==> src/rtl/branch_predictor.sv <==
// Branch prediction unit: untagged saturating-counter BHT, tagged BTB with per-entry type and a
// non-speculative return address stack. Lookup is combinational in IF, training comes from EX.
module branch_predictor #(
    parameter int unsigned PC_WIDTH  = 32,
    parameter int unsigned ENTRIES   = 16,
    parameter int unsigned CNT_BITS  = 2,
    parameter int unsigned TAG_BITS  = 8,
    parameter int unsigned RAS_DEPTH = 4
) (
    input  logic                aclk,
    input  logic                areset,
    input  logic [PC_WIDTH-1:0] if_pc,
    output logic                pred_taken,
    output logic [PC_WIDTH-1:0] pred_pc,
    input  logic                upd_valid,
    input  logic [PC_WIDTH-1:0] upd_pc,
    input  logic                upd_is_branch,
    input  logic                upd_is_call,
    input  logic                upd_is_ret,
    input  logic                upd_taken,
    input  logic [PC_WIDTH-1:0] upd_target
);

    localparam int unsigned IdxBits    = $clog2(ENTRIES);
    localparam int unsigned PtrBits    = (RAS_DEPTH > 1) ? $clog2(RAS_DEPTH) : 1;
    localparam int unsigned RasCntBits = $clog2(RAS_DEPTH + 1);

    localparam logic [CNT_BITS-1:0]   CntInit = CNT_BITS'((1 << (CNT_BITS - 1)) - 1);
    localparam logic [CNT_BITS-1:0]   CntMax  = '1;
    localparam logic [PtrBits-1:0]    PtrLast = PtrBits'(RAS_DEPTH - 1);
    localparam logic [RasCntBits-1:0] RasFull = RasCntBits'(RAS_DEPTH);
    localparam logic [RasCntBits-1:0] RasOne  = RasCntBits'(1);
    localparam logic [PC_WIDTH-1:0]   PcStep  = PC_WIDTH'(4);

    typedef enum logic [1:0] {
        TypeBranch = 2'd0,
        TypeJump   = 2'd1,
        TypeRet    = 2'd2
    } btb_type_e;

    // BTB and BHT storage
    logic [ENTRIES-1:0]  btb_valid_q;
    logic [TAG_BITS-1:0] btb_tag_q    [ENTRIES];
    logic [PC_WIDTH-1:0] btb_target_q [ENTRIES];
    btb_type_e           btb_type_q   [ENTRIES];
    logic [CNT_BITS-1:0] cnt_q        [ENTRIES];

    // Return address stack: circular storage with a top pointer and an occupancy count
    logic [PC_WIDTH-1:0]   ras_q [RAS_DEPTH];
    logic [PtrBits-1:0]    ras_ptr_q, ras_ptr_d;
    logic [RasCntBits-1:0] ras_cnt_q, ras_cnt_d;

    // ------------------------------------------------------------------
    // Lookup
    // ------------------------------------------------------------------
    logic [IdxBits-1:0]  if_idx;
    logic [TAG_BITS-1:0] if_tag;
    logic                hit;
    logic                lookup_taken;
    logic                use_ras;
    logic [PC_WIDTH-1:0] seq_pc;

    assign if_idx = if_pc[IdxBits+1:2];
    assign if_tag = if_pc[IdxBits+TAG_BITS+1:IdxBits+2];

    always_comb begin
        seq_pc       = if_pc + PcStep;
        hit          = btb_valid_q[if_idx] && (btb_tag_q[if_idx] == if_tag);
        lookup_taken = hit && ((btb_type_q[if_idx] != TypeBranch) ||
                               cnt_q[if_idx][CNT_BITS-1]);
        use_ras      = (btb_type_q[if_idx] == TypeRet) && (ras_cnt_q != '0);
        pred_taken   = lookup_taken && !areset;
        if (!pred_taken) begin
            pred_pc = seq_pc;
        end else if (use_ras) begin
            pred_pc = ras_q[ras_ptr_q];
        end else begin
            pred_pc = btb_target_q[if_idx];
        end
    end

    // ------------------------------------------------------------------
    // Update decode
    // ------------------------------------------------------------------
    logic [IdxBits-1:0]  upd_idx;
    logic [TAG_BITS-1:0] upd_tag;
    logic                bht_we;
    logic                btb_we;
    logic                ras_push;
    logic                ras_pop;
    logic                ras_swap;
    btb_type_e           upd_type;

    assign upd_idx  = upd_pc[IdxBits+1:2];
    assign upd_tag  = upd_pc[IdxBits+TAG_BITS+1:IdxBits+2];
    assign bht_we   = upd_valid && upd_is_branch;
    assign btb_we   = upd_valid && upd_taken;
    assign ras_push = upd_valid && upd_is_call && !upd_is_ret;
    assign ras_pop  = upd_valid && upd_is_ret && !upd_is_call;
    assign ras_swap = upd_valid && upd_is_call && upd_is_ret;

    always_comb begin
        if (upd_is_ret) begin
            upd_type = TypeRet;
        end else if (upd_is_branch) begin
            upd_type = TypeBranch;
        end else begin
            upd_type = TypeJump;
        end
    end

    // Saturating counter step for the entry being trained
    logic [CNT_BITS-1:0] cnt_cur;
    logic [CNT_BITS-1:0] cnt_next;

    always_comb begin
        cnt_cur  = cnt_q[upd_idx];
        cnt_next = cnt_cur;
        if (upd_taken) begin
            if (cnt_cur != CntMax) begin
                cnt_next = cnt_cur + 1'b1;
            end
        end else if (cnt_cur != '0) begin
            cnt_next = cnt_cur - 1'b1;
        end
    end

    // ------------------------------------------------------------------
    // RAS next state
    // ------------------------------------------------------------------
    logic [PtrBits-1:0]  ptr_inc;
    logic [PtrBits-1:0]  ptr_dec;
    logic                ras_we;
    logic [PtrBits-1:0]  ras_wr_ptr;
    logic [PC_WIDTH-1:0] ras_wdata;

    assign ras_wdata = upd_pc + PcStep;

    always_comb begin
        ptr_inc    = (ras_ptr_q == PtrLast) ? '0 : ras_ptr_q + 1'b1;
        ptr_dec    = (ras_ptr_q == '0) ? PtrLast : ras_ptr_q - 1'b1;
        ras_ptr_d  = ras_ptr_q;
        ras_cnt_d  = ras_cnt_q;
        ras_we     = 1'b0;
        ras_wr_ptr = ras_ptr_q;
        if (ras_push) begin
            // A full stack keeps its count; the new top lands on the oldest slot
            ras_ptr_d  = ptr_inc;
            ras_wr_ptr = ptr_inc;
            ras_we     = 1'b1;
            if (ras_cnt_q != RasFull) begin
                ras_cnt_d = ras_cnt_q + 1'b1;
            end
        end else if (ras_pop) begin
            if (ras_cnt_q != '0) begin
                ras_ptr_d = ptr_dec;
                ras_cnt_d = ras_cnt_q - 1'b1;
            end
        end else if (ras_swap) begin
            ras_we = 1'b1;
            if (ras_cnt_q == '0) begin
                ras_cnt_d = RasOne;
            end
        end
    end

    // ------------------------------------------------------------------
    // State
    // ------------------------------------------------------------------
    always_ff @(posedge aclk or posedge areset) begin
        if (areset) begin
            btb_valid_q <= '0;
            for (int i = 0; i < ENTRIES; i++) begin
                cnt_q[i] <= CntInit;
            end
            ras_ptr_q <= '0;
            ras_cnt_q <= '0;
        end else begin
            if (btb_we) begin
                btb_valid_q[upd_idx] <= 1'b1;
            end
            if (bht_we) begin
                cnt_q[upd_idx] <= cnt_next;
            end
            ras_ptr_q <= ras_ptr_d;
            ras_cnt_q <= ras_cnt_d;
        end
    end

    // Payload arrays are qualified by valid bits and the RAS count, so they carry no reset
    always_ff @(posedge aclk) begin
        if (btb_we && !areset) begin
            btb_tag_q[upd_idx]    <= upd_tag;
            btb_target_q[upd_idx] <= upd_target;
            btb_type_q[upd_idx]   <= upd_type;
        end
        if (ras_we && !areset) begin
            ras_q[ras_wr_ptr] <= ras_wdata;
        end
    end

endmodule

==> config.mk <==
export PLATFORM = sky130hd
export DESIGN_NAME = branch_predictor
export DESIGN_NICKNAME = d
export VERILOG_FILES = /design/src/rtl/branch_predictor.sv
export SDC_FILE = /design/constraint.sdc
export NUM_CORES = 1
export LEC_CHECK = 0
export ABC_AREA = 1
export ABC_CLOCK_PERIOD_IN_PS = 5600
export BUFFER_PORTS_ARGS = -buffer_cell sky130_fd_sc_hd__buf_2
export CORE_UTILIZATION = 30
export DETAILED_ROUTE_END_ITERATION = 8
export SLEW_MARGIN = 20
export SYNTH_ARGS = -nofsm -noshare
export SYNTH_HDL_FRONTEND = slang
export SYNTH_SLANG_ARGS = --single-unit
==> constraint.sdc <==
create_clock -name aclk -period 5.6 [get_ports aclk]
set_input_delay 0.84 -clock aclk [delete_from_list [all_inputs] [get_ports aclk]]
set_output_delay 0.84 -clock aclk [all_outputs]
set_load 0.02 [all_outputs]
==> metrics, run 1 <==
worst slew pin tran=1.071 ns; fraction of registers with async set/reset=6.213%; Worst slew margin=28.30%; # hold bufs at CTS=0; maximum VDD drop=0.2052 mV; Root Buffer=clkbuf_16; total grt overflow=0; routability cong.=0.9197; total negative slack=0 ns; max_cap viols=0; total wire length=107.7 mm; Synth Area in Adders=0.3426%; kind of critical path=in2out; core footprint=0.1203 mm2; Worst-Skew Late Latency=0.66 ns; Final Non-Filler Cells=5021; post-synth net total=3343; Critical Path AT=4.46 ns; top achievable clock speed=188.5 MHz; Tightest Hold Check Type=in2async; top_reg_cell synth=edfxtp_1; via density per instance=5.027; most frequent cells in the layout=800 x edfxtp_1, 560 x nand2_1, 501 x nor2_1; Post-DP Area=0.03904 mm2; initial antenna violation count=32; register area share after synthesis=69.46%; Most Crowded Layer GR=met2; layout net count=3445; Hold Slack=0.2935 ns; cells along the critical path=buf_8, buf_4, ha_1, inv_1, nor2_1, nand3_1, nor2_1, nand4_1, nor3_1, nand4_1, xnor2_1, nand2_1, nand2_1, buf_2; crit path max-delay cell type=buf_4; mux cell area share after synthesis=0%; 1st-iter DRT viols=2855; largest net degree at the start of global routing=160; FP Rows=127; unrepaired setup endpoints after global routing=false; Max FO, Critical Path=63; Final HPWL DP=63.33 mm; Critical path buffers and inverters=4; CTS clk-pin slew, worst paths=0.06 ns; #FFs+latches synth=853; Ys Warns=0; met3 usage=4.225%; synth unique cells=46; first-pass GRT wire length=156.4 mm; final instance area=0.04190 mm2; Port Buffers=135; WP data required=4.76 ns; Synth Area in Simple Gates=14.32%; Mapped Area=0.03652 mm2; Synth Area in Compound Gates=10.26%; H-tree Lvls=3; DRT Pass-1 Iters=6; Lkg Pwr=14.70 nW; vias in the first global route=23100; final setup fails=0; global routing usage on met1=24.75%; CTS tree=built; fin crit share=94.71%; die extent in y=350.9 um; Die ar.=0.1231 mm2; cell family with most CP delay=simple AND/OR/NAND/NOR gates; CP max stage delay=0.51 ns; leading cell type in the layout, fill and taps excluded=edfxtp_1; Gate Count Post-Synth=3230; Pwr per Cell Area=356.3 mW/mm2; Clock Path Buffers=3; CTS Buf Count=90; fin. max-slew vios=0; placed insts=4851; wire length per cell=21.46 um; Detail Route Antenna Nets=0; Clock Sinks=853; combinational family with the most area after synthesis=simple AND/OR/NAND/NOR gates; layout cell share with drive strength beyond 1=11.74%; crit end category=output pin; met2 GRT Util=26.04%; status=finished clean; Area growth syn-to-layout=14.74%; I/O pin cnt=136; min Tclk post-route=5.304 ns; crit path launch type=primary input; Clock Skew=0.01546 ns; post-synthesis xor/xnor area fraction=1.223%; Hold Fails Final Rpt=0; via count=25240; Post-synth EDFFs=800; Die Span X=350.9 um; GRT Util Overall=17.21%; syn avg cell area=11.31 um2; Initial Util=30.36%; DRC=0
-- through the flow --
stage / utilization [%] / power [W] / setup slack, ns
final: 34.84 / 0.01493 / 0.2962
after global placement: 32.44 / 0.009293 / 0.3405
after global routing: 34.82 / 0.01544 / 0.01642
after CTS: 34.79 / 0.01502 / 0.2031
after detailed placement: 32.46 / 0.009315 / 0.2154
after floorplan: - / 0.008501 / 0.6645
-- where the power goes --
group / switching [W] / internal [W]
Sequential: 0.0000640 / 0.00718
Clock: 0.00246 / 0.00329
Combinational: 0.00143 / 0.000508
Total: 0.00395 / 0.0110
-- cell type report --
type | instances | area, um2
Inverter | 182 | 693.2
Multi-Input combinational cell | 2014 | 9719
Antenna cell | 9 | 22.52
Clock inverter | 55 | 473.0
Sequential cell | 853 | 25370
Timing Repair Buffer | 191 | 1280
Clock buffer | 105 | 2328
Tap cell | 1612 | 2017
Fill cell | 11790 | 78390
-- cells in the mapped netlist (2+ instances only) --
cell      instances  area (um2)
o211ai_1         37       277.8
nor4_1            4       25.02
inv_2             6       22.52
clkinv_1          2       7.510
o21ai_0         382        1912
nand3_1         159       795.8
dfstp_2          16       420.4
nor2_2            5       31.28
clkbuf_1         92       345.3
nand4_1          25       156.4
buf_8             2       30.03
o21a_1            4       30.03
inv_1           173       649.4
nand2_1         561        2106
o21ai_2          17       148.9
buf_2            57       285.3
edfxtp_1        800       24020
xor2_1           30       262.8
nor3_1           10       50.05
o221ai_1         27       236.5
buf_1             5       18.77
dfrtp_1          37       925.9
o22ai_1         113       706.9
nor2_1          521        1956
xnor2_1          21       183.9
buf_4            12       90.09
o21bai_1         15       112.6
ha_1             10       125.1
buf_6            13       146.4
a21oi_1          30       150.1
a21oi_2           2       17.52
o21ai_1          28       140.1
-- sequential cells by signal, summed over array words and instances, names as in the netlist --
register / count
btb_target_q: 512
btb_valid_q: 16
btb_type_q: 32
cnt_q: 32
ras_cnt_q: 3
btb_tag_q: 128
ras_q: 128
ras_ptr_q: 2
-- what timing repair did --
action / CTS / global route
buffers inserted: 0 / 0
resized for setup: 0 / 1
endpoints found under the setup margin: 0 / 1
endpoints found under the hold margin: 0 / 0
-- final timing paths --
| path | from | slack (ns) | end | depth (start not counted) |
|---|---|---|---|---|
| setup / recovery | if_pc[2] | 0.30 | pred_pc[30] | 14 |
| hold / removal | areset | 0.29 | ras_ptr_q[1] | 2 |
| setup reg to reg | ras_ptr_q[1] | 2.11 | ras_q[3][28] | 8 |
| hold reg to reg | btb_valid_q[12] | 0.47 | btb_valid_q[12] | 2 |
| max in group asynchronous | areset | 4.42 | cnt_q[28] | 3 |
| min in group aclk | upd_pc[0] | 0.40 | ras_q[2][0] | 1 |
-- logic make-up after synthesis --
kind of cell	count (synthesis)
adder cells (fa/ha/maj)	10
AO/OA/AOI/OAI	657
XOR/XNOR	51
flip-flops	853
AND/OR/NAND/NOR	1296
buffers and inverters	363
-- metal layers --
metal | vias up | wire length, um
li1 | 11590 | -
met1 | 12340 | 46500
met2 | 1110 | 47650
met3 | 176 | 11230
met4 | 30 | 2026
met5 | - | 340
Note: power is estimated with default switching activity, not from simulation.
==> inputs of run 2 (changes only) <==
--- a/config.mk
+++ b/config.mk
@@ -10,6 +10,8 @@
 export BUFFER_PORTS_ARGS = -buffer_cell sky130_fd_sc_hd__buf_2
 export CORE_UTILIZATION = 30
 export DETAILED_ROUTE_END_ITERATION = 8
+export GPL_TIMING_DRIVEN = 0
+export REMOVE_ABC_BUFFERS = 1
 export SLEW_MARGIN = 20
 export SYNTH_ARGS = -nofsm -noshare
 export SYNTH_HDL_FRONTEND = slang
==> run 2 against run 1 <==
  * First-iteration DRC count shrank 0.91%
  * Cell count rose by 0.24%
  * Design area rose by 3.1%
  * Register-to-register slack lost 0.02 ns
  * Routed wire length up 0.86%
  * Critical endpoint unchanged
==> metrics, run 2 (synthesized netlist as in run 1, its figures left out) <==
max_cap viols=0 (unchanged); die extent in y=350.9 um (unchanged); Detail Route Antenna Nets=0 (unchanged); cells along the critical path=buf_8, buf_16, buf_16, ha_1, inv_1, nor2_1, nand3_1, nor2_2, nand4_1, nor3_1, nand4_1, xnor2_1, nand2_1, nand2_1, buf_2 (was buf_8, buf_4, ha_1, inv_1, nor2_1, nand3_1, nor2_1, nand4_1, nor3_1, nand4_1, xnor2_1, nand2_1, nand2_1, buf_2); total grt overflow=0 (unchanged); I/O pin cnt=136 (unchanged); Largest register FFs=512 (unchanged); Final WS setup=0.1891 ns (was 0.2962 ns); GRT Util Overall=17.20% (was 17.21%); Port Buffers=135 (unchanged); leading cell type in the layout, fill and taps excluded=edfxtp_1 (unchanged); layout cell share with drive strength beyond 1=12.59% (was 11.74%); DRC=0 (unchanged); Final HPWL DP=67.80 mm (was 63.33 mm); CTS clk-pin slew, worst paths=0.06 ns (about the same); final setup fails=0 (unchanged); layout net count=3459 (was 3445); routability cong.=0.8493 (was 0.9197); M1 WL=45.79 mm (was 46.50 mm); via density per instance=5.028 (was 5.027); Lkg Pwr=15.18 nW (was 14.70 nW); CTS Buf Count=86 (was 90); total wire length=108.7 mm (was 107.7 mm); Clock Skew=0.01608 ns (was 0.01546 ns); WP data required=4.76 ns (about the same); largest net degree at the start of global routing=116 (was 160); fillers=11620 (was 11790); met3 routed WL=9.124 mm (was 11.23 mm); wire length per cell=21.59 um (was 21.46 um); largest register by flop count=btb_target_q (unchanged); min Tclk post-route=5.411 ns (was 5.304 ns); met2 routed WL=50.84 mm (was 47.65 mm); fin crit share=96.62% (was 94.71%); top achievable clock speed=184.8 MHz (was 188.5 MHz); # hold bufs at CTS=0 (unchanged); via count=25300 (was 25240); cell family with most CP delay=simple AND/OR/NAND/NOR gates (unchanged); CTS tree=built (unchanged); Die Span X=350.9 um (unchanged); top flop regs=btb_target_q x512, btb_tag_q x128, ras_q x128 (unchanged); crit path launch type=primary input (unchanged); maximum VDD drop=0.2338 mV (was 0.2052 mV); H-tree Lvls=3 (unchanged); Clock Path Buffers=3 (unchanged); Critical Path AT=4.57 ns (was 4.46 ns); kind of critical path=in2out (unchanged); fin. max-slew vios=0 (unchanged); Tot Pwr=0.01506 W (was 0.01493 W); status=finished clean (unchanged); CP max stage delay=0.36 ns (was 0.51 ns); FP Rows=127 (unchanged); Worst slew margin=31.25% (was 28.30%); DRT Pass-1 Iters=6 (unchanged); worst slew pin tran=1.027 ns (was 1.071 ns); initial antenna violation count=31 (was 32); Initial Util=30.36% (unchanged); Area growth syn-to-layout=18.34% (was 14.74%); Worst-Skew Late Latency=0.64 ns (was 0.66 ns); Clock Sinks=853 (unchanged); Max FO, Critical Path=115 (was 63); first-pass GRT wire length=155.5 mm (was 156.4 mm); DP Worst Slack=-1.050 ns (was 0.2154 ns); most frequent cells in the layout=800 x edfxtp_1, 560 x nand2_1, 497 x nor2_1 (was 800 x edfxtp_1, 560 x nand2_1, 501 x nor2_1); Critical path buffers and inverters=5 (was 4); 1st-iter DRT viols=2829 (was 2855); unrepaired setup endpoints after global routing=true (was false); Critical R2R Launch=ras_ptr_q[1] (unchanged); Root Buffer=clkbuf_16 (unchanged); vias in the first global route=23300 (was 23100); crit path max-delay cell type=buf_16 (was buf_4); Tightest Hold Check Type=in2async (unchanged); total negative slack=0 ns (unchanged); Setup crit start=if_pc[2] (unchanged); Pwr per Cell Area=348.4 mW/mm2 (was 356.3 mW/mm2); max layer used=met5 (unchanged); Die ar.=0.1231 mm2 (unchanged); Hold Fails Final Rpt=0 (unchanged); core footprint=0.1203 mm2 (unchanged); crit end category=output pin (unchanged)
-- run 2: changes by cell type in the layout (fill, tap and decap cells not counted), sizes merged --
cell / change
diode: -3
buf: +10
clkbuf: -5
bufbuf: +4
bufinv: +3
clkinv: +1
nand3: +2
-- run 2: per-layer routing --
layer / vias up / track usage [%]
met5: - / 0
met2: 1001 / 27.91
met3: 181 / 3.247
met1: 12460 / 23.31
li1: 11640 / -
met4: 26 / 5.017
-- run 2: final timing paths --
check	end	depth (start not counted)	slack, ns
worst max-delay path	pred_pc[30]	15	0.19
worst min-delay path	btb_valid_q[15]	2	0.38
worst max register to register	ras_q[2][23]	7	2.09
worst min register to register	btb_valid_q[12]	2	0.47
max in group asynchronous	ras_ptr_q[1]	2	4.68
min in group aclk	ras_q[1][0]	1	0.42
-- run 2: final cells by class --
type,instances,area [um2],share of cell area [%]
Antenna cell,6,15.01,0.03474
Tap cell,1612,2017,4.667
Multi-Input combinational cell,2016,9801,22.68
Sequential cell,853,25370,58.70
Clock buffer,99,2222,5.141
Timing Repair Buffer,206,2470,5.715
Timing Repair inverter,1,8.758,0.02026
Inverter,182,718.2,1.662
Clock inverter,58,596.8,1.381
-- run 2: metrics by stage --
step	std cells	util (%)	instance area, um2	hold WS [ns]
2_1_floorplan	3049	-	35610	0.4278
3_3_place_gp	4796	31.84	38300	0.4404
3_5_place_dp	4858	33.34	40100	0.4618
4_1_cts	5022	35.83	43100	0.3945
5_1_grt	5030	35.92	43210	0.4084
6_report	5033	35.93	43220	0.3848
-- run 2: repair_timing --
| item | 4_1_cts | 5_1_grt |
|---|---|---|
| endpoints found under the setup margin | 33 | 30 |
| cloned | 7 | 1 |
| hold endpoints to repair | 0 | 0 |
| resized for setup | 5 | 7 |
| pin swaps | 1 | 2 |
| buffers inserted | 0 | 4 |
-- run 2: where the power goes --
group	total (W)	internal, W	switching, W
clock network	0.00579	0.00332	0.00246
logic	0.00197	0.000564	0.00141
registers	0.00730	0.00718	0.000121
